File: config.mk
export PLATFORM = sky130hd
export DESIGN_NAME = data_mem_arbiter_flat
export DESIGN_NICKNAME = d
export VERILOG_FILES = /design/src/rtl/data_mem_arbiter_pkg.sv /design/src/rtl/data_mem_arbiter_if.sv /design/src/rtl/data_mem_arbiter_resp_id_fifo.sv /design/src/rtl/data_mem_arbiter.sv /design/src/flat_wrapper.sv
export SDC_FILE = /design/constraint.sdc
export NUM_CORES = 1
export LEC_CHECK = 0
export ABC_AREA = 0
export BUFFER_PORTS_ARGS = -buffer_cell sky130_fd_sc_hd__buf_2
export CAP_MARGIN = 20
export CORE_AREA = 2 2 106 108
export CTS_BUF_LIST = sky130_fd_sc_hd__clkbuf_4 sky130_fd_sc_hd__clkbuf_8 sky130_fd_sc_hd__clkbuf_16
export CTS_CLUSTER_DIAMETER = 30
export DETAILED_ROUTE_END_ITERATION = 8
export DIE_AREA = 0 0 108 110
export SKIP_LAST_GASP = 1
export SYNTH_ARGS = -nofsm -noshare
export SYNTH_HDL_FRONTEND = slang
export SYNTH_SLANG_ARGS = --single-unit
File: constraint.sdc
create_clock -name clk_i -period 3.15 [get_ports clk_i]
set_input_delay 0.4725 -clock clk_i [delete_from_list [all_inputs] [get_ports clk_i]]
set_output_delay 0.4725 -clock clk_i [all_outputs]
set_load 0.02 [all_outputs]
File: src/rtl/data_mem_arbiter_pkg.sv
// Shared types and widths for the data-memory arbiter.
package data_mem_arbiter_pkg;

   localparam int unsigned DATA_WIDTH       = 32;
   localparam int unsigned NUM_DMEM_MASTERS = 2;

   // Requester identifier: 0 = load-store unit, 1 = debug/DMA master.
   typedef logic [0:0] dmem_id_t;

endpackage

File: src/rtl/data_mem_arbiter_if.sv
// Requester-side and memory-side req/gnt/rvalid signals of the data-memory arbiter.
interface data_mem_arbiter_if
   import data_mem_arbiter_pkg::*;
#(
   parameter int unsigned DW = DATA_WIDTH
);

   logic [NUM_DMEM_MASTERS-1:0]         req_i;
   logic [NUM_DMEM_MASTERS-1:0]         gnt_o;
   logic [NUM_DMEM_MASTERS-1:0]         rvalid_o;
   logic [NUM_DMEM_MASTERS-1:0][DW-1:0] addr_i;
   logic [NUM_DMEM_MASTERS-1:0]         we_i;
   logic [NUM_DMEM_MASTERS-1:0][DW-1:0] wdata_i;
   logic [DW-1:0]                       rdata_o;

   logic                                data_req_o;
   logic                                data_gnt_i;
   logic                                data_rvalid_i;
   logic [DW-1:0]                       data_addr_o;
   logic                                data_we_o;
   logic [DW-1:0]                       data_wdata_o;
   logic [DW-1:0]                       data_rdata_i;
   logic                                err_o;

   modport slave (
      input  req_i, addr_i, we_i, wdata_i, data_gnt_i, data_rvalid_i, data_rdata_i,
      output gnt_o, rvalid_o, rdata_o, data_req_o, data_addr_o, data_we_o,
             data_wdata_o, err_o
   );

   modport master (
      output req_i, addr_i, we_i, wdata_i, data_gnt_i, data_rvalid_i, data_rdata_i,
      input  gnt_o, rvalid_o, rdata_o, data_req_o, data_addr_o, data_we_o,
             data_wdata_o, err_o
   );

endinterface

File: src/rtl/data_mem_arbiter_resp_id_fifo.sv
// In-order FIFO of requester ids for granted transactions awaiting rvalid.
module resp_id_fifo
   import data_mem_arbiter_pkg::*;
#(
   parameter int unsigned DEPTH = 2
) (
   input  logic     clk_i,
   input  logic     rst_ni,
   input  logic     push_i,
   input  dmem_id_t push_data_i,
   input  logic     pop_i,
   output dmem_id_t head_o,
   output logic     full_o,
   output logic     empty_o
);

   localparam int unsigned PTR_W = (DEPTH > 1) ? $clog2(DEPTH) : 1;
   localparam int unsigned CNT_W = $clog2(DEPTH + 1);

   logic [PTR_W-1:0] wr_ptr_q, wr_ptr_d;
   logic [PTR_W-1:0] rd_ptr_q, rd_ptr_d;
   logic [CNT_W-1:0] cnt_q, cnt_d;
   dmem_id_t         mem_q [DEPTH];
   dmem_id_t         mem_d [DEPTH];
   logic             push_ok, pop_ok;

   // Pointers wrap explicitly so non-power-of-two depths work.
   function automatic logic [PTR_W-1:0] ptr_inc(input logic [PTR_W-1:0] p);
      return (p == PTR_W'(DEPTH - 1)) ? '0 : p + PTR_W'(1);
   endfunction

   assign full_o  = (cnt_q == CNT_W'(DEPTH));
   assign empty_o = (cnt_q == '0);
   assign head_o  = mem_q[rd_ptr_q];
   assign push_ok = push_i & ~full_o;
   assign pop_ok  = pop_i & ~empty_o;

   always_comb begin
      wr_ptr_d = wr_ptr_q;
      rd_ptr_d = rd_ptr_q;
      cnt_d    = cnt_q;
      mem_d    = mem_q;
      if (push_ok) begin
         mem_d[wr_ptr_q] = push_data_i;
         wr_ptr_d        = ptr_inc(wr_ptr_q);
      end
      if (pop_ok) begin
         rd_ptr_d = ptr_inc(rd_ptr_q);
      end
      case ({push_ok, pop_ok})
         2'b10:   cnt_d = cnt_q + CNT_W'(1);
         2'b01:   cnt_d = cnt_q - CNT_W'(1);
         default: cnt_d = cnt_q;
      endcase
   end

   always_ff @(posedge clk_i or negedge rst_ni) begin
      if (!rst_ni) begin
         wr_ptr_q <= '0;
         rd_ptr_q <= '0;
         cnt_q    <= '0;
         for (int i = 0; i < int'(DEPTH); i++) begin
            mem_q[i] <= '0;
         end
      end else begin
         wr_ptr_q <= wr_ptr_d;
         rd_ptr_q <= rd_ptr_d;
         cnt_q    <= cnt_d;
         mem_q    <= mem_d;
      end
   end

endmodule

File: src/rtl/data_mem_arbiter.sv
// Round-robin arbiter sharing the data-memory port between the LSU (port 0) and
// the debug/DMA master (port 1); responses are routed back in issue order.
module data_mem_arbiter
   import data_mem_arbiter_pkg::*;
#(
   parameter int unsigned MAX_OUTSTANDING = 2
) (
   input logic              clk_i,
   input logic              rst_ni,
   data_mem_arbiter_if.slave bus
);

   dmem_id_t sel_c;
   dmem_id_t head_c;
   dmem_id_t last_q, last_d;
   dmem_id_t lock_sel_q, lock_sel_d;
   logic     lock_q, lock_d;
   logic     full_c, empty_c;
   logic     req_c, hs_c, pop_c;

   // A stalled request keeps its port until granted; otherwise alternate on contest.
   always_comb begin
      sel_c = dmem_id_t'(0);
      if (lock_q) begin
         sel_c = lock_sel_q;
      end else if (bus.req_i == 2'b10) begin
         sel_c = dmem_id_t'(1);
      end else if (bus.req_i == 2'b11) begin
         sel_c = ~last_q;
      end
   end

   assign req_c = rst_ni & (bus.req_i[sel_c] | lock_q) & ~full_c;
   assign hs_c  = req_c & bus.data_gnt_i;
   assign pop_c = rst_ni & bus.data_rvalid_i & ~empty_c;

   // Every output is forced low while reset is held.
   always_comb begin
      bus.gnt_o           = '0;
      bus.gnt_o[sel_c]    = hs_c;
      bus.rvalid_o        = '0;
      bus.rvalid_o[head_c] = pop_c;
      bus.data_req_o      = req_c;
      bus.data_addr_o     = rst_ni ? bus.addr_i[sel_c]  : '0;
      bus.data_we_o       = rst_ni & bus.we_i[sel_c];
      bus.data_wdata_o    = rst_ni ? bus.wdata_i[sel_c] : '0;
      bus.rdata_o         = rst_ni ? bus.data_rdata_i   : '0;
      bus.err_o           = rst_ni & bus.data_rvalid_i & empty_c;
   end

   always_comb begin
      last_d     = last_q;
      lock_d     = lock_q;
      lock_sel_d = lock_sel_q;
      if (hs_c) begin
         last_d = sel_c;
         lock_d = 1'b0;
      end else if (req_c) begin
         lock_d     = 1'b1;
         lock_sel_d = sel_c;
      end
   end

   always_ff @(posedge clk_i or negedge rst_ni) begin
      if (!rst_ni) begin
         last_q     <= dmem_id_t'(1);
         lock_q     <= 1'b0;
         lock_sel_q <= dmem_id_t'(0);
      end else begin
         last_q     <= last_d;
         lock_q     <= lock_d;
         lock_sel_q <= lock_sel_d;
      end
   end

   resp_id_fifo #(
      .DEPTH (MAX_OUTSTANDING)
   ) u_resp_id_fifo (
      .clk_i       (clk_i),
      .rst_ni      (rst_ni),
      .push_i      (hs_c),
      .push_data_i (sel_c),
      .pop_i       (pop_c),
      .head_o      (head_c),
      .full_o      (full_c),
      .empty_o     (empty_c)
   );

endmodule
File: src/flat_wrapper.sv
// flat-port wrapper written by rule: the top's interface ports become plain ports
module data_mem_arbiter_flat import data_mem_arbiter_pkg::*;
#(
   parameter int unsigned MAX_OUTSTANDING = 2
)
  (clk_i, rst_ni, bus_req_i, bus_addr_i, bus_we_i, bus_wdata_i, bus_data_gnt_i, bus_data_rvalid_i, bus_data_rdata_i, bus_gnt_o, bus_rvalid_o, bus_rdata_o, bus_data_req_o, bus_data_addr_o, bus_data_we_o, bus_data_wdata_o, bus_err_o);
  data_mem_arbiter_if bus_i ();
  input logic clk_i;
  input logic rst_ni;
  input wire logic [$bits(bus_i.req_i)-1:0] bus_req_i;
  input wire logic [$bits(bus_i.addr_i)-1:0] bus_addr_i;
  input wire logic [$bits(bus_i.we_i)-1:0] bus_we_i;
  input wire logic [$bits(bus_i.wdata_i)-1:0] bus_wdata_i;
  input wire logic [$bits(bus_i.data_gnt_i)-1:0] bus_data_gnt_i;
  input wire logic [$bits(bus_i.data_rvalid_i)-1:0] bus_data_rvalid_i;
  input wire logic [$bits(bus_i.data_rdata_i)-1:0] bus_data_rdata_i;
  output wire logic [$bits(bus_i.gnt_o)-1:0] bus_gnt_o;
  output wire logic [$bits(bus_i.rvalid_o)-1:0] bus_rvalid_o;
  output wire logic [$bits(bus_i.rdata_o)-1:0] bus_rdata_o;
  output wire logic [$bits(bus_i.data_req_o)-1:0] bus_data_req_o;
  output wire logic [$bits(bus_i.data_addr_o)-1:0] bus_data_addr_o;
  output wire logic [$bits(bus_i.data_we_o)-1:0] bus_data_we_o;
  output wire logic [$bits(bus_i.data_wdata_o)-1:0] bus_data_wdata_o;
  output wire logic [$bits(bus_i.err_o)-1:0] bus_err_o;
  assign bus_i.req_i = bus_req_i;
  assign bus_i.addr_i = bus_addr_i;
  assign bus_i.we_i = bus_we_i;
  assign bus_i.wdata_i = bus_wdata_i;
  assign bus_i.data_gnt_i = bus_data_gnt_i;
  assign bus_i.data_rvalid_i = bus_data_rvalid_i;
  assign bus_i.data_rdata_i = bus_data_rdata_i;
  assign bus_gnt_o = bus_i.gnt_o;
  assign bus_rvalid_o = bus_i.rvalid_o;
  assign bus_rdata_o = bus_i.rdata_o;
  assign bus_data_req_o = bus_i.data_req_o;
  assign bus_data_addr_o = bus_i.data_addr_o;
  assign bus_data_we_o = bus_i.data_we_o;
  assign bus_data_wdata_o = bus_i.data_wdata_o;
  assign bus_err_o = bus_i.err_o;
  data_mem_arbiter #(.MAX_OUTSTANDING(MAX_OUTSTANDING)) u_core (.clk_i(clk_i), .rst_ni(rst_ni), .bus(bus_i));
endmodule
==> run_results.csv <==
group,metric,value,unit
worst_setup_path,r2r_setup_slack,1.53,ns
synth,synth_mux_area_share,35.9,%
floorplanning,rows,38,
worst_setup_path,endpoint_kind,"output pin",
drt,drt_pass1_iterations,4,
synth,ys_async_sr_fraction,100,%
placed_design,placed_cells,685,
grt,grt_usage,10.1,%
pwr,p_sw,0.000866,W
placed_design,place_hpwl,6.04,mm
synth,synthSimpleGateAreaFrac,40.3,%
clock_tree,cts_buffers,3,
worst_setup_path,r2r-end,"u_core.u_resp_id_fifo.cnt_q[1]$_DFFE_PN0P_",
sta,fmax,424,MHz
synth,synth_fa_ha_area_share,0.637,%
synth,synth_flop_cell,"dfrtp_1",
worst_setup_path,worstPathRequired,2.68,ns
min_path,hp-class,"in -> async",
placed_design,gp_congestion,0.767,
synth,yosys.area_share.xor_xnor,2.23,%
grt,grt_pass1_wl,10.1,mm
sta,rsz0062_at_grt,"false",
sta,drv_slew,0,
pwr,fin_total_pwr,0.00174,W
clock_tree,cts_setup_buffers,0,
sta,setup_viol,0,
clock_tree,clock_sinks,9,
clock_tree,worst_skew_pair.late_latency,0.24,ns
cells_and_area,fin_nets,719,
sta,min_period,2.36,ns
drt,vias,2766,
clock_tree,cts_hold_buffers,0,
cells_and_area,n_antenna_cell,0,
pwr,combinationalPowerShare,78.2,%
cells_and_area,final_cell_mix,"buf_2 (269), nand2_1 (133), mux2i_1 (66), and2_1 (33), dfrtp_1 (8)",
cells_and_area,syn_to_final_growth,77.6,%
drt,post_drt_wl_per_cell,10.7,µm
pwr,vdd.ir_drop.worst,0.620,mV
synth,synth-compound-area-share,1.98,%
sta,fin_crit_sh,74.9,%
cells_and_area,fillerInstances,1196,
pwr,switching_share,49.9,%
grt,grt_pass1_vias,2308,
floorplanning,initial_core_util,18.4,%
run_status,status,"completed",
drt,drt_iter0_markers,123,
clock_tree,clock_path_buffers,2,
sta,maxSlewHeadroom,69.4,%
drt,ant_nets,0,
synth,netlist_instances,295,
floorplanning,dieArea,11900,µm²
cells_and_area,drive_gt1_share,52.3,%
synth,ys_types,27,
pwr,p_leak,2.27,nW
worst_setup_path,critPathMaxFanout,32,
floorplanning,die_h,110,µm
worst_setup_path,r2r_cells,5,
grt,globalRouteOverflowTotal,0,
drt,viasPerCell,4.01,
clock_tree,cts_root_buf,"clkbuf_8",
pwr,p_seq_share,13.3,%
sta,worstMarginPinSlew,0.458,ns
synth,yosysWarnings,0,
run,maxCapViolCount,0,
pwr,p_per_area,498,nW/µm²
cells_and_area,final_common_cell,"buf_2",
grt,grt_max_degree,61,
floorplanning,core,10700,µm²
grt,antenna_found_initial,0,
synth,avgSynthCellArea,6.65,µm²
cells_and_area,finalNonFillerCells,689,
pwr,p_int,0.000870,W
clock_tree,htreeDepth,1,
worst_setup_path,path_class,"reg -> out",
sta,fin_tns_setup,0,ns
sta,hold_violations,0,
drt,wl,7.38,mm
synth,netlist_area,1960,µm²
worst_setup_path,crit_path_start_kind,"register",
clock_tree,postCtsResizedCells,0,
clock_tree,tritoncts,"done",
synth,ys_seq_elements,9,
synth,synth_top_family_by_area,"simple AND/OR/NAND/NOR gates",
worst_setup_path,arrival,1.89,ns
pwr,clkPwrFrac,8.5,%
clock_tree,path_clk_slew,0.05,ns
floorplanning,die_width,108,µm
worst_setup_path,r2r_start,"u_core.lock_q$_DFFE_PN0P_",
drt,route.detailed.drc,0,
synth,synth_fp_nets,464,
placed_design,io_buffer_count,270,
synth,ys_seq_area_share,11.5,%
sta,fin_skew,0.00294,ns
floorplanning,ios,271,
synth,synth_edf_count,0,
[power by group through the flow]
stage	logic (W)	clock network [W]	registers (W)
floorplan	0.000998	0	0.000218
global placement	0.00137	0	0.000233
detailed placement	0.00137	0	0.000230
CTS	0.00137	0.000149	0.000231
global route	0.00146	0.000156	0.000241
finish	0.00136	0.000147	0.000231
[cell usage after synthesis (2+ instances only)]
cell,count,share of area (%)
and2_1,33,11
buf_2,2,0.51
buf_4,2,0.76
buf_6,5,2.9
clkbuf_1,16,3.1
dfrtp_1,8,10
mux2_2,4,2.3
mux2i_1,66,34
nand2_1,133,25
nand4b_1,2,0.89
nor2_1,4,0.76
nor2b_1,2,0.64
xnor2_1,4,1.8
[registers in the layout, indices dropped and copies added (netlist names)]
name	count
u_core.u_resp_id_fifo.wr_ptr_q	1
u_core.lock_sel_q	1
u_core.lock_q	1
u_core.u_resp_id_fifo.cnt_q	2
u_core.u_resp_id_fifo.rd_ptr_q	1
u_core.u_resp_id_fifo.mem_q	2
u_core.last_q	1
[critical path, stage by stage (launching register included)]
cell and delay, ns:
dfstp_2 0.54, nand2_1 0.08, a22oi_2 0.26, buf_12 0.28, mux2i_1 0.26, buf_2 0.20
[metrics by stage]
step / hold WS, ns / instance area (µm²) / util (%) / setup WS (ns)
6_report: 0.191 / 3490 / 32.6 / 0.792
5_1_grt: 0.217 / 3490 / 32.6 / 0.693
4_1_cts: 0.199 / 3490 / 32.6 / 0.793
3_5_place_dp: 0.453 / 3440 / 32.1 / 0.907
3_3_place_gp: 0.455 / 3440 / 32.1 / 0.922
2_1_floorplan: 0.177 / 1960 / - / 1.10
[kinds of logic after synthesis]
family / count (synthesis)
muxes: 70
AOI/OAI and AO/OA: 4
xor gates and xnor gates: 5
buffers and inverters: 26
DFF: 9
and+or+nand+nor: 180
adders and majority gates: 1
[metal layers]
layer | vias to the layer above | track usage (%) | routed length [µm]
met2 | 120 | 20.1 | 3780
met4 | 0 | 2.29 | 53
met1 | 1176 | 11.1 | 2860
met3 | 6 | 1.82 | 696
li1 | 1464 | - | -
met5 | - | 0 | 0
[layout make-up]
| class | count | area [µm²] | area share [%] |
|---|---|---|---|
| clock buffers | 4 | 48.8 | 1.40 |
| inverters | 1 | 3.75 | 0.108 |
| multi-input cells | 260 | 1590 | 45.6 |
| flip-flops and latches | 9 | 226 | 6.49 |
| well taps | 140 | 175 | 5.02 |
| repair buffers | 275 | 1440 | 41.3 |
[how the worst max path moves through the flow]
stage                               from              endpoint  slack, ns  cells past startpoint
2_1_floorplan               bus_req_i[1]    bus_data_addr_o[0]       1.10                      5
3_3_place_gp                bus_req_i[1]  bus_data_wdata_o[24]       0.92                      6
3_5_place_dp                bus_req_i[1]  bus_data_wdata_o[24]       0.91                      6
4_1_cts        u_core.last_q$_DFFE_PN1N_  bus_data_wdata_o[24]       0.79                      5
5_1_grt        u_core.last_q$_DFFE_PN1N_  bus_data_wdata_o[24]       0.69                      5
6_report       u_core.last_q$_DFFE_PN1N_  bus_data_wdata_o[24]       0.79                      5
No activity file was read; power rests on OpenSTA's default activity.
